[src/rtl/addr_lookup_arbiter_pkg.sv]
// Shared types for the address-lookup arbiter: FSM states and the latched command.
// Combinational definitions only; no latency and no backpressure.
package addr_lookup_pkg;

  localparam int ADDR_WID_DEF = 32;

  typedef enum logic [1:0] {
    ST_IDLE = 2'd0,
    ST_BUSY = 2'd1,
    ST_DONE = 2'd2
  } state_e;

  typedef enum logic [1:0] {
    CMD_NONE = 2'd0,
    CMD_RD   = 2'd1,
    CMD_WR   = 2'd2
  } cmd_e;

endpackage

[src/rtl/addr_lookup_arbiter_if.sv]
// Requester, segregator and cache-done signals of the lookup arbiter.
// Pure wiring; the master side drives requests and lookup_done, the slave side is the arbiter.
interface addr_lookup_if
  import addr_lookup_pkg::*;
#(
  parameter int ADDR_WID = ADDR_WID_DEF,
  parameter int NUM_REQ  = 4
);
  localparam int IDX_W = $clog2(NUM_REQ);

  logic [NUM_REQ-1:0]          req_rd;
  logic [NUM_REQ-1:0]          req_wr;
  logic [NUM_REQ*ADDR_WID-1:0] req_addr;
  logic [NUM_REQ-1:0]          req_ack;
  logic                        cmd_rd;
  logic                        cmd_wr;
  logic [ADDR_WID-1:0]         address;
  logic                        lookup_done;
  logic [IDX_W-1:0]            grant_id;
  logic                        busy;
  logic                        lookup_err;

  modport master (
    output req_rd, req_wr, req_addr, lookup_done,
    input  req_ack, cmd_rd, cmd_wr, address, grant_id, busy, lookup_err
  );

  modport slave (
    input  req_rd, req_wr, req_addr, lookup_done,
    output req_ack, cmd_rd, cmd_wr, address, grant_id, busy, lookup_err
  );

endinterface

[src/rtl/addr_lookup_arbiter_rr_pick.sv]
// Round-robin picker: first pending index at or after rr_ptr, wrapping upward.
// Purely combinational, zero latency; no backpressure.
module rr_pick #(
  parameter int NUM_REQ = 4,
  parameter int IDX_W   = $clog2(NUM_REQ)
) (
  input  logic [NUM_REQ-1:0] pending,
  input  logic [IDX_W-1:0]   rr_ptr,
  output logic [IDX_W-1:0]   winner,
  output logic               any_valid
);

  logic [IDX_W:0] slot;

  assign any_valid = |pending;

  // Walk offsets from farthest to nearest so the closest pending slot is written last.
  always_comb begin
    winner = '0;
    slot   = '0;
    for (int k = NUM_REQ - 1; k >= 0; k--) begin
      slot = {1'b0, rr_ptr} + (IDX_W+1)'(k);
      if (slot >= (IDX_W+1)'(NUM_REQ)) begin
        slot = slot - (IDX_W+1)'(NUM_REQ);
      end
      if (pending[slot[IDX_W-1:0]]) begin
        winner = slot[IDX_W-1:0];
      end
    end
  end

endmodule

[src/rtl/addr_lookup_arbiter.sv]
// Round-robin owner of the segregator/tag-lookup path; holds cmd until lookup_done, then a 1-cycle ack.
// Grant 1 cycle after request, ack the cycle after lookup_done; optional BUSY timeout via ADDR_LOOKUP_TIMEOUT_EN.
module addr_lookup_arbiter
  import addr_lookup_pkg::*;
#(
  parameter int ADDR_WID       = ADDR_WID_DEF,
  parameter int NUM_REQ        = 4,
  parameter int LOOKUP_TIMEOUT = 16
) (
  input  logic        clk,
  input  logic        rst,
  addr_lookup_if.slave bus
);

  localparam int IDX_W = $clog2(NUM_REQ);

  state_e               state;
  state_e               state_n;
  cmd_e                 cmd_q;
  logic [ADDR_WID-1:0]  address_q;
  logic [IDX_W-1:0]     grant_id_q;
  logic [IDX_W-1:0]     rr_ptr;
  logic [NUM_REQ-1:0]   req_ack_q;
  logic                 busy_q;
  logic [NUM_REQ-1:0]   pending;
  logic [IDX_W-1:0]     winner;
  logic                 any_valid;
  logic                 timeout;
  logic [ADDR_WID-1:0]  addr_arr [NUM_REQ];

  assign pending = bus.req_rd | bus.req_wr;

  for (genvar i = 0; i < NUM_REQ; i++) begin : g_addr
    assign addr_arr[i] = bus.req_addr[i*ADDR_WID +: ADDR_WID];
  end

  rr_pick #(
    .NUM_REQ (NUM_REQ),
    .IDX_W   (IDX_W)
  ) u_rr_pick (
    .pending   (pending),
    .rr_ptr    (rr_ptr),
    .winner    (winner),
    .any_valid (any_valid)
  );

`ifdef ADDR_LOOKUP_TIMEOUT_EN
  localparam int TO_W = $clog2(LOOKUP_TIMEOUT + 1);

  logic [TO_W-1:0] to_cnt;
  logic            lookup_err_q;

  // lookup_done arriving on the limit cycle takes priority over the timeout.
  assign timeout = (state == ST_BUSY) && !bus.lookup_done &&
                   (to_cnt == TO_W'(LOOKUP_TIMEOUT - 1));

  always_ff @(posedge clk) begin
    if (rst) begin
      to_cnt       <= '0;
      lookup_err_q <= 1'b0;
    end else begin
      lookup_err_q <= timeout;
      if (state == ST_BUSY) begin
        to_cnt <= to_cnt + 1'b1;
      end else begin
        to_cnt <= '0;
      end
    end
  end

  assign bus.lookup_err = lookup_err_q;
`else
  assign timeout        = 1'b0;
  assign bus.lookup_err = (LOOKUP_TIMEOUT < 0);
`endif

  always_ff @(posedge clk) begin
    if (rst) begin
      state <= ST_IDLE;
    end else begin
      state <= state_n;
    end
  end

  always_comb begin
    state_n = state;
    case (state)
      ST_IDLE: if (any_valid) state_n = ST_BUSY;
      ST_BUSY: if (bus.lookup_done || timeout) state_n = ST_DONE;
      ST_DONE: state_n = ST_IDLE;
      default: state_n = ST_IDLE;
    endcase
  end

  always_ff @(posedge clk) begin
    if (rst) begin
      cmd_q      <= CMD_NONE;
      address_q  <= '0;
      grant_id_q <= '0;
      rr_ptr     <= '0;
      req_ack_q  <= '0;
      busy_q     <= 1'b0;
    end else begin
      req_ack_q <= '0;
      case (state)
        ST_IDLE: begin
          if (any_valid) begin
            grant_id_q <= winner;
            address_q  <= addr_arr[winner];
            cmd_q      <= bus.req_wr[winner] ? CMD_WR : CMD_RD;
            busy_q     <= 1'b1;
          end
        end
        ST_BUSY: begin
          if (bus.lookup_done || timeout) begin
            cmd_q                 <= CMD_NONE;
            req_ack_q[grant_id_q] <= 1'b1;
            rr_ptr <= (grant_id_q == IDX_W'(NUM_REQ - 1)) ? '0 : grant_id_q + 1'b1;
          end
        end
        ST_DONE: busy_q <= 1'b0;
        default: busy_q <= 1'b0;
      endcase
    end
  end

  assign bus.cmd_rd   = (cmd_q == CMD_RD);
  assign bus.cmd_wr   = (cmd_q == CMD_WR);
  assign bus.address  = address_q;
  assign bus.grant_id = grant_id_q;
  assign bus.req_ack  = req_ack_q;
  assign bus.busy     = busy_q;

endmodule

[src/flat_wrapper.sv]
// flat-port wrapper written by rule: the top's interface ports become plain ports
module addr_lookup_arbiter_flat import addr_lookup_pkg::*;
#(
  parameter int ADDR_WID       = ADDR_WID_DEF,
  parameter int NUM_REQ        = 4,
  parameter int LOOKUP_TIMEOUT = 16
)
  (clk, rst, bus_req_rd, bus_req_wr, bus_req_addr, bus_lookup_done, bus_req_ack, bus_cmd_rd, bus_cmd_wr, bus_address, bus_grant_id, bus_busy, bus_lookup_err);
  addr_lookup_if #(.ADDR_WID(ADDR_WID), .NUM_REQ(NUM_REQ)) bus_i ();
  input  logic clk;
  input  logic rst;
  input wire logic [$bits(bus_i.req_rd)-1:0] bus_req_rd;
  input wire logic [$bits(bus_i.req_wr)-1:0] bus_req_wr;
  input wire logic [$bits(bus_i.req_addr)-1:0] bus_req_addr;
  input wire logic [$bits(bus_i.lookup_done)-1:0] bus_lookup_done;
  output wire logic [$bits(bus_i.req_ack)-1:0] bus_req_ack;
  output wire logic [$bits(bus_i.cmd_rd)-1:0] bus_cmd_rd;
  output wire logic [$bits(bus_i.cmd_wr)-1:0] bus_cmd_wr;
  output wire logic [$bits(bus_i.address)-1:0] bus_address;
  output wire logic [$bits(bus_i.grant_id)-1:0] bus_grant_id;
  output wire logic [$bits(bus_i.busy)-1:0] bus_busy;
  output wire logic [$bits(bus_i.lookup_err)-1:0] bus_lookup_err;
  assign bus_i.req_rd = bus_req_rd;
  assign bus_i.req_wr = bus_req_wr;
  assign bus_i.req_addr = bus_req_addr;
  assign bus_i.lookup_done = bus_lookup_done;
  assign bus_req_ack = bus_i.req_ack;
  assign bus_cmd_rd = bus_i.cmd_rd;
  assign bus_cmd_wr = bus_i.cmd_wr;
  assign bus_address = bus_i.address;
  assign bus_grant_id = bus_i.grant_id;
  assign bus_busy = bus_i.busy;
  assign bus_lookup_err = bus_i.lookup_err;
  addr_lookup_arbiter #(.ADDR_WID(ADDR_WID), .NUM_REQ(NUM_REQ), .LOOKUP_TIMEOUT(LOOKUP_TIMEOUT)) u_core (.clk(clk), .rst(rst), .bus(bus_i));
endmodule
[config.mk]
export PLATFORM = sky130hd
export DESIGN_NAME = addr_lookup_arbiter_flat
export DESIGN_NICKNAME = d
export VERILOG_FILES = /design/src/rtl/addr_lookup_arbiter_pkg.sv /design/src/rtl/addr_lookup_arbiter_if.sv /design/src/rtl/addr_lookup_arbiter_rr_pick.sv /design/src/rtl/addr_lookup_arbiter.sv /design/src/flat_wrapper.sv
export SDC_FILE = /design/constraint.sdc
export NUM_CORES = 1
export LEC_CHECK = 0
export ABC_AREA = 1
export CAP_MARGIN = 20
export CORE_MARGIN = 1
export CORE_UTILIZATION = 39
export CTS_CLUSTER_SIZE = 16
export DETAILED_ROUTE_END_ITERATION = 10
export PLACE_DENSITY = 0.88
export RECOVER_POWER = 50
export SLEW_MARGIN = 25
export SYNTH_ARGS = -nofsm -noshare
export SYNTH_HDL_FRONTEND = slang
export SYNTH_HIERARCHICAL = 1
export SYNTH_SLANG_ARGS = --single-unit
[constraint.sdc]
create_clock -name clk -period 2 [get_ports clk]
set_input_delay 0.3 -clock clk [delete_from_list [all_inputs] [get_ports clk]]
set_output_delay 0.3 -clock clk [all_outputs]
set_load 0.05 [all_outputs]
# Word level (Yosys, flattened, before mapping)

Index checks and enable logic that the tools add are counted.

Magnitude comparators: 12
$add $sub $neg: 8
Reductions and logical operators: 10
Bitwise logic cells: 4
Muxes and demuxes: 33
Eq/ne operators: 6

Operators with widths:

| kind                                                | number |
|---|---|
| binary-select mux 32 bit (select 2 bit)             | 1 |
| 2-to-1 mux 32 bit                                   | 2 |
| 2-to-1 mux 2 bit                                    | 14 |
| < comparator 2 x 3 -> 1 bit, second input constant  | 6 |
| >= comparator 3 bit, second input constant          | 4 |
| binary-select mux 1 bit (select 2 bit)              | 5 |
| one-hot mux 2 bit (2 select lines)                  | 2 |
| AND reduction 2 bit                                 | 4 |
| subtractor 2 x 1 -> 2 bit, second input constant    | 4 |
| 2-to-1 mux 1 bit                                    | 7 |
| adder 2 x 2 -> 3 bit, second input constant         | 2 |
| equality test 2 x 1 -> 1 bit, second input constant | 2 |
| equality test 2 bit, second input constant          | 2 |
| OR 4 bit                                            | 1 |
| OR reduction 4 bit                                  | 1 |
| adder 2 x 1 -> 3 bit, second input constant         | 1 |
| >= comparator 2 x 3 -> 1 bit, second input constant | 1 |
| NOT 2 -> 3 bit                                      | 1 |
| AND reduction 3 bit                                 | 1 |
| OR reduction 3 bit                                  | 1 |
| adder 2 x 1 -> 2 bit, second input constant         | 1 |
| demux 1 bit (select 2 bit)                          | 1 |
| >= comparator 2 x 1 -> 1 bit, second input constant | 1 |
| zero test 2 bit                                     | 1 |
| other kinds (6)                                     | 7 |

Flip-flop bits (word level): 45
Word-level logic and storage cells: 80
Bits of input ports: 139
Output and inout bits: 42

# Longest topological paths before layout

Gate-level depths: netlist (run 1).

Depth in word-level cells: 14
Mapped depth: 19
Depth with buffers taken out: 17

# Hierarchy

Netlist (run 1), hierarchy kept.

Modules (own cells, without submodules):

| module              | sequential area each (sq um) | cells an instance | area an instance (sq um) | times used |
|---|---|---|---|---|
| addr_lookup_arbiter | 900.9                        | 496               | 2906.5                   | 1 |
| rr_pick             | 0.0                          | 46                | 188.9                    | 1 |

# Least setup slack after synthesis (run 1)

No wires, ideal clock.

Path type: in2reg
From: input port bus_req_wr[3]
To: register u_core.address_q[11] (netlist: u_core/bus.address[11])
Arrival: 1779 ps
Path buffers: 2
Stages: 19
Data required time: 1891 ps
Path slack: 112 ps
Setup time: 109 ps
Cell sequence: or2_2 > inv_1 > nand2_1 > nand2_1 > nand2_2 > nand2_1 > nand2_1 > nand2_1 > nand2_1 > nand2_1 > inv_1 > buf_6 > buf_4 > nor2_1 > nor2_1 > o21ai_0 > nand3_1 > nand2_1 > inv_1

Cells in the longest elaborated chain, start to end: 11
Elaborated cells on any way between the ends: 19
Classes of those cells: 15 x mux; 2 x bitwise; 2 x reduce/logical

RTL lines:

| element                                                | line                              | RTL |
|---|---|---|
| start, declared                                        | flat_wrapper.sv:13                | `input wire logic [$bits(bus_i.req_wr)-1:0] bus_req_wr;` |
| OR 4 bit *                                             | addr_lookup_arbiter.sv:31         | `assign pending = bus.req_rd \| bus.req_wr;` |
| binary-select mux 1 bit (select 2 bit)                 | addr_lookup_arbiter_rr_pick.sv:26 | `if (pending[slot[IDX_W-1:0]]) begin` |
| 2-to-1 mux 1 bit (implied by the code)                 | addr_lookup_arbiter_rr_pick.sv:26 |  |
| 2-to-1 mux 2 bit (3 in a row)                          | addr_lookup_arbiter_rr_pick.sv:26 |  |
| 2-to-1 mux 2 bit *                                     | addr_lookup_arbiter_rr_pick.sv:26 |  |
| named net u_core.winner[0]                             | addr_lookup_arbiter.sv:26         | `logic [IDX_W-1:0] winner;` |
| NOT 2 -> 3 bit (implied by the code) *                 | addr_lookup_arbiter.sv:109        | `address_q <= addr_arr[winner];` |
| binary-select mux 32 bit (select 2 bit) *              | addr_lookup_arbiter.sv:109        |  |
| 2-to-1 mux 32 bit (implied by the code) * (2 in a row) | addr_lookup_arbiter.sv:109        |  |
| end signal, assigned                                   | addr_lookup_arbiter.sv:109        |  |
| end, declared                                          | addr_lookup_arbiter.sv:20         | `logic [ADDR_WID-1:0] address_q;` |

The timed path passes the listed nets; every way through them passes the cells marked *. The select of a mux whose other input is x is not followed.
A chain may end at the register's enable or synchronous reset.

# Worst setup path in the final report (run 1)

From: input port bus_req_wr[1]
To: register u_core.address_q[10] (netlist: u_core/bus.address[10])

Cells in the longest elaborated chain, start to end: 11
Elaborated cells on any way between the ends: 19
Classes of those cells: 15 x mux; 2 x bitwise; 2 x reduce/logical

RTL lines:

| element                                                | line                              | RTL |
|---|---|---|
| OR 4 bit *                                             | addr_lookup_arbiter.sv:31         |  |
| named net u_core.pending[1]                            | addr_lookup_arbiter.sv:25         | `logic [NUM_REQ-1:0] pending;` |
| binary-select mux 1 bit (select 2 bit)                 | addr_lookup_arbiter_rr_pick.sv:26 |  |
| 2-to-1 mux 1 bit (implied by the code)                 | addr_lookup_arbiter_rr_pick.sv:26 |  |
| 2-to-1 mux 2 bit (3 in a row)                          | addr_lookup_arbiter_rr_pick.sv:26 |  |
| 2-to-1 mux 2 bit *                                     | addr_lookup_arbiter_rr_pick.sv:26 |  |
| named net u_core.winner[0]                             | addr_lookup_arbiter.sv:26         |  |
| NOT 2 -> 3 bit (implied by the code) *                 | addr_lookup_arbiter.sv:109        |  |
| binary-select mux 32 bit (select 2 bit) *              | addr_lookup_arbiter.sv:109        |  |
| 2-to-1 mux 32 bit (implied by the code) * (2 in a row) | addr_lookup_arbiter.sv:109        |  |

Marked as above.

==> flow_metrics.tcl, run 1 <==
set metrics [dict create \
    route.detailed.drc 0 \
    path_clk_slew_ns 0.10 \
    wl_met3_mm 1.28 \
    maxSlewHeadroom_pct 53.0 \
    core_area_um2 7690 \
    yosysTopAreaCell "dfxtp_1" \
    cts_hold_buf 0 \
    syn_inst 542 \
    diodes 0 \
    hold_path.class "register to register" \
    final-hold-violation-count 0 \
    final_common_cell "clkdlybuf4s50_1" \
    wl_per_cell_um 17.7 \
    tightest_slew_ns 0.708 \
    cap_violations 0 \
    rows 32 \
    grt_antenna_before_repair 0 \
    fin_hold_ws_ns 0.508 \
    p_int_uw 2580 \
    combPwrFrac_pct 60.8 \
    antenna_left 0 \
    area_growth_pct 103 \
    ys_seq_elements 45 \
    dpl_cell_area_um2 5010 \
    tns_ns -3.80 \
    cts_tree "yes" \
    m1WireLength_mm 5.10 \
    synth_nets 685 \
    drtIter0Drc 263 \
    ys.warnings.count 6 \
    finalSetupViolations 34 \
    slew_viol_final 0 \
    layout_common_cells "154 x clkdlybuf4s50_1, 119 x nor2_1, 53 x inv_1, 52 x nand2_1, 50 x nor2_4" \
    synth.top_cell.area_share_pct 29.1 \
    grt_pass1_vias 3973 \
    worstSetupPathType "primary input to register" \
    end_kind "register" \
    track_usage_pct 27.6 \
    cp.required_ns 2.25 \
    nNetsFinal 880 \
    drive_above_1_share_pct 26.3 \
    root_buffer "clkbuf_8" \
    numCtsBuffers 5 \
    cts.path.max_buffers 2 \
    vias 4485 \
    fin_crit_ns 2.23 \
    synth_seq_area_share_pct 29.1 \
    ir_worst_vdd_uv 398 \
    p_per_area_nw_per_um2 737 \
    drt-vias-per-instance 5.34 \
    clkLatencyLatePin_ns 0.30 \
    grt_pass1_wl_mm 18.5 \
    rsz0062_at_grt "yes" \
    pin_count 181 \
    drt-pass1-iter-count 5 \
    netlist_area_um2 3100 \
    p_leak_uw 0.00278 \
    place.port_buffers 179 \
    met2_length_mm 7.82 \
    initial_core_util_pct 40.3 \
    gr-total-overflow 0 \
    synthDistinctLibCells 24 \
    clock-sinks 45 \
    dieArea_um2 8300 \
    pwr-share-clk_pct 15.4 \
    top_layer "met4" \
    fin_ws_ns -0.228 \
    synthTopCellsByArea "dfxtp_1 29%, nor2_1 23%, nand2_1 9.2%, nand3_1 7.4%, inv_1 7.2%" \
    final_area_um2 6290 \
    power_frac_seq_pct 23.8 \
    p_switching_uw 2060 \
    place_hpwl_mm 7.65 \
    violations "negative setup slack" \
    die_w_um 91.1 \
    pre_cts_slack_ns -0.526 \
    worstPathMaxFanout 6 \
    fillers 452 \
    timing.final.crit_share_pct 111 \
    grt_max_degree 39 \
    status "finished, violations left" \
    die_h_um 91.1 \
    gp_congestion 0.940 \
    cp.arrival_ns 2.48 \
    avgSynthCellArea_um2 5.71 \
    fmax_mhz 449 \
    crit_path_start_kind "primary input" \
    swShare_pct 44.4 \
    htreeDepth 2 \
    routed_wl_mm 14.9 \
    clock-skew-final_ns 0.00556 \
]
## metrics by stage
step	power (µW)	utilization [%]	std cells
2_1_floorplan	2360	-	542
3_3_place_gp	3040	65.1	807
3_5_place_dp	3090	65.1	807
4_1_cts	4120	72.2	830
5_1_grt	4840	81.9	840
6_report	4640	81.9	840
## routing by layer
metal  vias to the layer above  track usage [%]
met3                        73             5.86
li1                       2063                -
met4                         0             9.66
met5                         -                0
met2                       296             52.6
met1                      2053             29.7
## logic make-up after synthesis
group | after synthesis | synth area share [%]
flops | 45 | 29.1
buf+inv | 98 | 15.1
compound gates | 75 | 12.6
fa+ha+maj | 4 | 1.62
simple gates | 319 | 41.5
other cells | 1 | 0.121
## cell type report
type / instances / area, µm² / area share (%)
clock buffers: 5 / 68.8 / 1.09
clock inverters: 3 / 46.3 / 0.735
inverters: 65 / 297 / 4.71
multi-input cells: 399 / 2430 / 38.6
flip-flops and latches: 45 / 908 / 14.4
well taps: 102 / 128 / 2.03
repair buffers: 221 / 2420 / 38.4
## Yosys cell counts
cell type    n
clkbuf_1     5
o31ai_1      1
or2_2        4
buf_4       10
inv_4        1
nand4_1      1
ha_1         4
o21ai_0     40
a21oi_1      7
buf_6        6
o211ai_1     5
nand2_1     76
nor2_1     190
clkbuf_2     2
inv_1       59
o21ai_1     22
buf_1        1
nand3_4      1
nand3_1     46
inv_2        5
conb_1       1
nand2_2      1
dfxtp_1     45
buf_2        9
## power by group through the flow
stage               Clock [µW]  Sequential [µW]  Combinational, µW
floorplan                    0             1500                852
global placement             0             1110               1930
detailed placement           0             1120               1970
CTS                        712             1100               2300
global route               764             1120               2960
finish                     713             1100               2820
## worst max-delay path: stages
cell,delay [ns]
dlygate4sd2_1,0.25
or2_4,0.27
inv_4,0.09
nand2_2,0.10
nand3_2,0.12
nand2_1,0.09
inv_2,0.10
nand2_2,0.07
nand2_2,0.08
nand2_4,0.07
inv_8,0.09
buf_8,0.13
buf_6,0.17
nor2_1,0.07
nor2_1,0.12
o21ai_0,0.12
nand3_1,0.10
nand2_1,0.06
inv_1,0.05
## final timing paths
kind	startpoint	to	slack [ns]	cells past startpoint
worst max register to register	u_core/rr_ptr[0]	u_core/bus.address[10]	-0.23	17
worst min register to register	u_core/bus.busy	u_core/bus.busy	0.51	2
worst min-delay path	u_core/bus.busy	u_core/bus.busy	0.51	2
worst max-delay path	bus_req_wr[1]	u_core/bus.address[10]	-0.23	19
## state kept, by name, indices dropped and copies added, names as in the netlist
signal               flops
u_core/bus.req_ack       4
u_core/bus.busy          1
u_core/rr_ptr            2
u_core/bus.grant_id      2
u_core/state             2
u_core/bus.address      32
u_core/cmd_q             2
## what timing repair did
item                                    4_1_cts  5_1_grt
gates resized for setup                     118      174
cloned                                        6        5
pin swaps                                    16       80
buffers inserted                              9        8
endpoints found under the setup margin       34       36
Note: power is estimated with default switching activity, not from simulation.
==> run 2: changes to the inputs <==
- RECOVER_POWER: 50 -> not set
==> run 2 against run 1 <==
Effect of this change: the flow still finishes with violations (negative setup slack); core utilization is 0.21 points higher; die area stayed put; register-to-register slack hardly changed; clock power hardly changed; sequential share of layout area hardly changed.
==> flow_metrics.tcl, run 2 (synthesized netlist as in run 1, its figures left out) <==
set metrics [dict create \
    status "finished, violations left" \
    violations "negative setup slack" \
    dpl_cell_area_um2 5010 \
    crit_path_start_kind "primary input" \
    routed_wl_mm 14.9 \
    slew_viol_final 0 \
    clock-skew-final_ns 0.00661 \
    fin_util_pct 82.1 \
    drive_above_1_share_pct 26.7 \
    fin_ws_ns -0.232 \
    ir_worst_vdd_uv 397 \
    path_buf_inv 7 \
    fmax_mhz 448 \
    tightest_slew_ns 0.552 \
    cts.path.max_buffers 2 \
    hold_path.class "register to register" \
    largest_reg_flops 32 \
    fillers 445 \
    path_clk_slew_ns 0.10 \
    drt-vias-per-instance 5.33 \
    rsz0062_at_grt "yes" \
    layout.cells.non_filler 840 \
    drt-pass1-iter-count 5 \
    end_kind "register" \
    antenna_left 0 \
    grt_antenna_before_repair 0 \
    final_area_um2 6310 \
    dieArea_um2 8300 \
    clock-sinks 45 \
    core_area_um2 7690 \
    cp.required_ns 2.25 \
    gr-total-overflow 0 \
    root_buffer "clkbuf_8" \
    cp_cell_sequence "dlygate4sd2_1 > or2_4 > inv_4 > nand2_2 > nand3_2 > nand2_1 > inv_2 > nand2_2 > nand2_2 > nand2_4 > inv_8 > buf_8 > buf_6 > nor2_1 > nor2_1 > o21ai_0 > nand3_1 > nand2_1 > inv_1" \
    crit_top_cell "nand2_2" \
    rows 32 \
    htreeDepth 2 \
    pin_count 181 \
    numCtsBuffers 5 \
    grt_max_degree 39 \
    nNetsFinal 880 \
    cts_tree "yes" \
    total_power_uw 4660 \
    diodes 0 \
    grt_pass1_vias 3973 \
    cpPeakStageDelay_ns 0.27 \
    track_usage_pct 27.6 \
    finalSetupViolations 34 \
    area_growth_pct 104 \
    die_h_um 91.1 \
    initial_core_util_pct 40.3 \
    tns_ns -3.84 \
    die_w_um 91.1 \
    final-hold-violation-count 0 \
    final_common_cell "clkdlybuf4s50_1" \
    fin_crit_ns 2.23 \
    path_delay_family "simple AND/OR/NAND/NOR gates" \
    timing.final.crit_share_pct 112 \
    cap_violations 0 \
    worstSetupPathType "primary input to register" \
    gp_congestion 0.940 \
    slowest_stage "or2_4" \
    layout_common_cells "169 x clkdlybuf4s50_1, 119 x nor2_1, 52 x inv_1, 52 x nand2_1, 50 x nor2_4" \
    maxSlewHeadroom_pct 63.1 \
    route.detailed.drc 0 \
    vias 4476 \
    place.port_buffers 179 \
    dp_cells 807 \
    wl_per_cell_um 17.7 \
    worstPathMaxFanout 6 \
    p_leak_uw 0.00277 \
    clkLatencyLatePin_ns 0.30 \
    drtIter0Drc 296 \
    cp.arrival_ns 2.48 \
    p_per_area_nw_per_um2 738 \
    grt_pass1_wl_mm 18.5 \
    place_hpwl_mm 7.65 \
]
-- run 2: metrics by stage --
stage	hold WS (ns)	setup slack (ns)
2_1_floorplan	0.465	0.112
3_3_place_gp	0.451	-0.414
3_5_place_dp	0.462	-0.526
4_1_cts	0.475	0.00120
5_1_grt	0.521	-0.280
6_report	0.515	-0.232
-- run 2: timing repair --
| item | in CTS | in global routing |
|---|---|---|
| setup buffers | 9 | 8 |
| pin swaps | 16 | 80 |
| cloned | 6 | 5 |
| endpoints found under the setup margin | 34 | 36 |
| hold buffers | 0 | 0 |
| resized for setup | 118 | 174 |
-- run 2: tightest hold or removal path: cells and delay by family (launching register included) --
kind	cells	cell delay [ns]
simple gates	1	0.07
flops	1	0.32
compound gates	1	0.08
-- run 2: report_power, final --
group	switching [µW]	total (µW)	internal, µW
sequential	84.3	1110	1020
combinational	1640	2840	1210
clock	338	713	375
-- run 2: path summary, 6_finish.rpt --
check	cells after the start	startpoint	slack [ns]	end
max	19	bus_req_wr[1]	-0.23	u_core/bus.address[10]
max reg2reg	17	u_core/rr_ptr[0]	-0.23	u_core/bus.address[10]
min	2	u_core/bus.busy	0.52	u_core/bus.busy
min reg2reg	2	u_core/bus.busy	0.52	u_core/bus.busy
-- run 2: layout make-up --
class	instances	area [µm²]	share of cell area, %
clock inverter	3	46.3	0.734
tap	102	128	2.02
clock buffer	5	68.8	1.09
inverter	65	297	4.70
multi-input combinational	399	2430	38.5
timing repair buffer	221	2430	38.6
sequential	45	908	14.4
-- run 2: routing by layer --
metal	track usage, %	vias to the layer above	part of all wire [%]
met2	52.6	283	53
li1	-	2065	-
met5	0	-	0
met1	29.7	2051	34
met3	5.86	77	8.1
met4	9.66	0	4.7
==> run 3: changes to the inputs <==
- CTS_BUF_LIST: not set -> sky130_fd_sc_hd__clkbuf_16
==> run 3 against run 2 <==
Effect of this change: the run still ends with negative setup slack left; setup slack is essentially flat; final area shrank 1.7%; register-to-register slack is essentially flat; sequential share of layout area grew 0.24 points; sequential power is essentially flat; global-route usage shrank 0.63 points.
==> flow_metrics.tcl, run 3 (synthesized netlist as in run 1, its figures left out) <==
set metrics [dict create \
    finalSetupViolations 32 \
    place.port_buffers 179 \
    drtIter0Drc 221 \
    drive_above_1_share_pct 24.3 \
    numCtsBuffers 5 \
    clock-sinks 45 \
    nNetsFinal 880 \
    fillers 480 \
    area_growth_pct 100 \
    tightest_slew_ns 0.549 \
    antenna_left 0 \
    dpl_cell_area_um2 5010 \
    worstSetupPathType "register to register" \
    largest_reg_flops 32 \
    die_h_um 91.1 \
    status "finished, violations left" \
    cp.arrival_ns 2.46 \
    vias 4415 \
    gr-total-overflow 0 \
    diodes 0 \
    crit_path_start_kind "register" \
    clock-skew-final_ns 0.00453 \
    cap_violations 0 \
    violations "negative setup slack" \
    rsz0062_at_grt "yes" \
    routed_wl_mm 13.8 \
    place_hpwl_mm 7.65 \
    final_common_cell "clkdlybuf4s50_1" \
    crit_cells 17 \
    fin_crit_ns 2.23 \
    worst-r2r-cell-count 17 \
    grt_antenna_before_repair 0 \
    grt_max_degree 39 \
    fmax_mhz 448 \
    cpPeakStageDelay_ns 0.45 \
    fin_hold_ws_ns 0.499 \
    cts.path.max_buffers 2 \
    gp_congestion 0.940 \
    slowest_stage "dfxtp_4" \
    crit_top_cell "nand2_2" \
    cp.required_ns 2.23 \
    fin_ws_ns -0.232 \
    fin_util_pct 80.7 \
    final_area_um2 6210 \
    die_w_um 91.1 \
    p_leak_uw 0.00274 \
    cp_cell_sequence "inv_8 > nand2_2 > nand2_2 > buf_4 > buf_4 > nor2_4 > nand2_2 > nand3_2 > nand3_2 > nand2_4 > inv_8 > buf_12 > nor2_1 > o21ai_2 > nand3_1 > nand2_1 > inv_1" \
    clkLatencyLatePin_ns 0.28 \
    htreeDepth 2 \
    cts_tree "yes" \
    seq_area_um2 908 \
    timing.final.crit_share_pct 112 \
    wl_per_cell_um 16.4 \
    drt-vias-per-instance 5.26 \
    end_kind "register" \
    p_per_area_nw_per_um2 773 \
    track_usage_pct 26.9 \
    cts_hold_buf 0 \
    pin_count 181 \
    hold_depth 2 \
    path_delay_family "simple AND/OR/NAND/NOR gates" \
    initial_core_util_pct 40.3 \
    ir_worst_vdd_uv 738 \
    path_clk_slew_ns 0.07 \
    route.detailed.drc 0 \
    core_area_um2 7690 \
    slew_viol_final 0 \
    multi_input_area_um2 2250 \
    dieArea_um2 8300 \
    grt_pass1_wl_mm 18.1 \
    tns_ns -1.77 \
    drt-pass1-iter-count 5 \
    final-hold-violation-count 0 \
    path_buf_inv 6 \
    root_buffer "clkbuf_16" \
    maxSlewHeadroom_pct 63.3 \
    layout_common_cells "170 x clkdlybuf4s50_1, 132 x nor2_1, 52 x inv_1, 51 x nand2_1, 43 x dfxtp_1" \
    rows 32 \
    hold_path.class "register to register" \
    grt_pass1_vias 4014 \
    worstPathMaxFanout 13 \
]
==> run 3: cell types whose count changed in the layout (fill, tap and decap cells not counted), moves of 6 or more <==
cell,delta
nor2_4,-16
clkbuf_16,+6
nand2_2,+7
o21ai_1,+7
nor2_1,+13
==> run 3: power breakdown <==
part	switching, µW	total [µW]	internal (µW)	leakage (µW)
logic	1540	2750	1220	0.00229
registers	83.5	1110	1020	0.000375
clock network	348	940	591	0.0000800
total	1970	4800	2830	0.00274
==> run 3: stage by stage <==
step,setup slack (ns),total power (µW),std cells
4_1_cts,0.00383,4370,829
2_1_floorplan,0.112,2360,542
5_1_grt,-0.302,5040,840
6_report,-0.232,4800,840
3_5_place_dp,-0.526,3090,807
3_3_place_gp,-0.414,3040,807
==> run 3: cell type report <==
class,instances,share of cell area [%]
timing repair buffer,221,39.7
sequential,45,14.6
multi-input combinational,399,36.2
inverter,65,4.62
clock inverter,3,0.746
tap,102,2.06
clock buffer,5,2.02
==> run 3: layer usage <==
metal | vias up | track usage (%) | part of all wire, % | routed length, µm
li1 | 2064 | - | - | -
met1 | 2011 | 29.2 | 34 | 4680
met2 | 286 | 51.1 | 53 | 7270
met3 | 54 | 6.03 | 9.4 | 1300
met4 | 0 | 8.99 | 4.0 | 547
met5 | - | 0 | 0 | 0
==> run 3: tightest hold or removal path: stages, from the launching register on <==
cell and delay, ns:
dfxtp_1 0.31, nand2_1 0.08, a21oi_1 0.06
==> run 3: final timing paths <==
path,start,end,slack [ns]
max,u_core/rr_ptr[0],u_core/bus.address[10],-0.23
min,u_core/bus.busy,u_core/bus.busy,0.50
max reg2reg,u_core/rr_ptr[0],u_core/bus.address[10],-0.23
min reg2reg,u_core/bus.busy,u_core/bus.busy,0.50
==> run 3: repair_timing <==
item	CTS	global route
buffers inserted	8	6
pin swaps	24	76
endpoints found under the hold margin	0	0
cloned	6	6
gates resized for setup	118	131
endpoints found under the setup margin	35	36
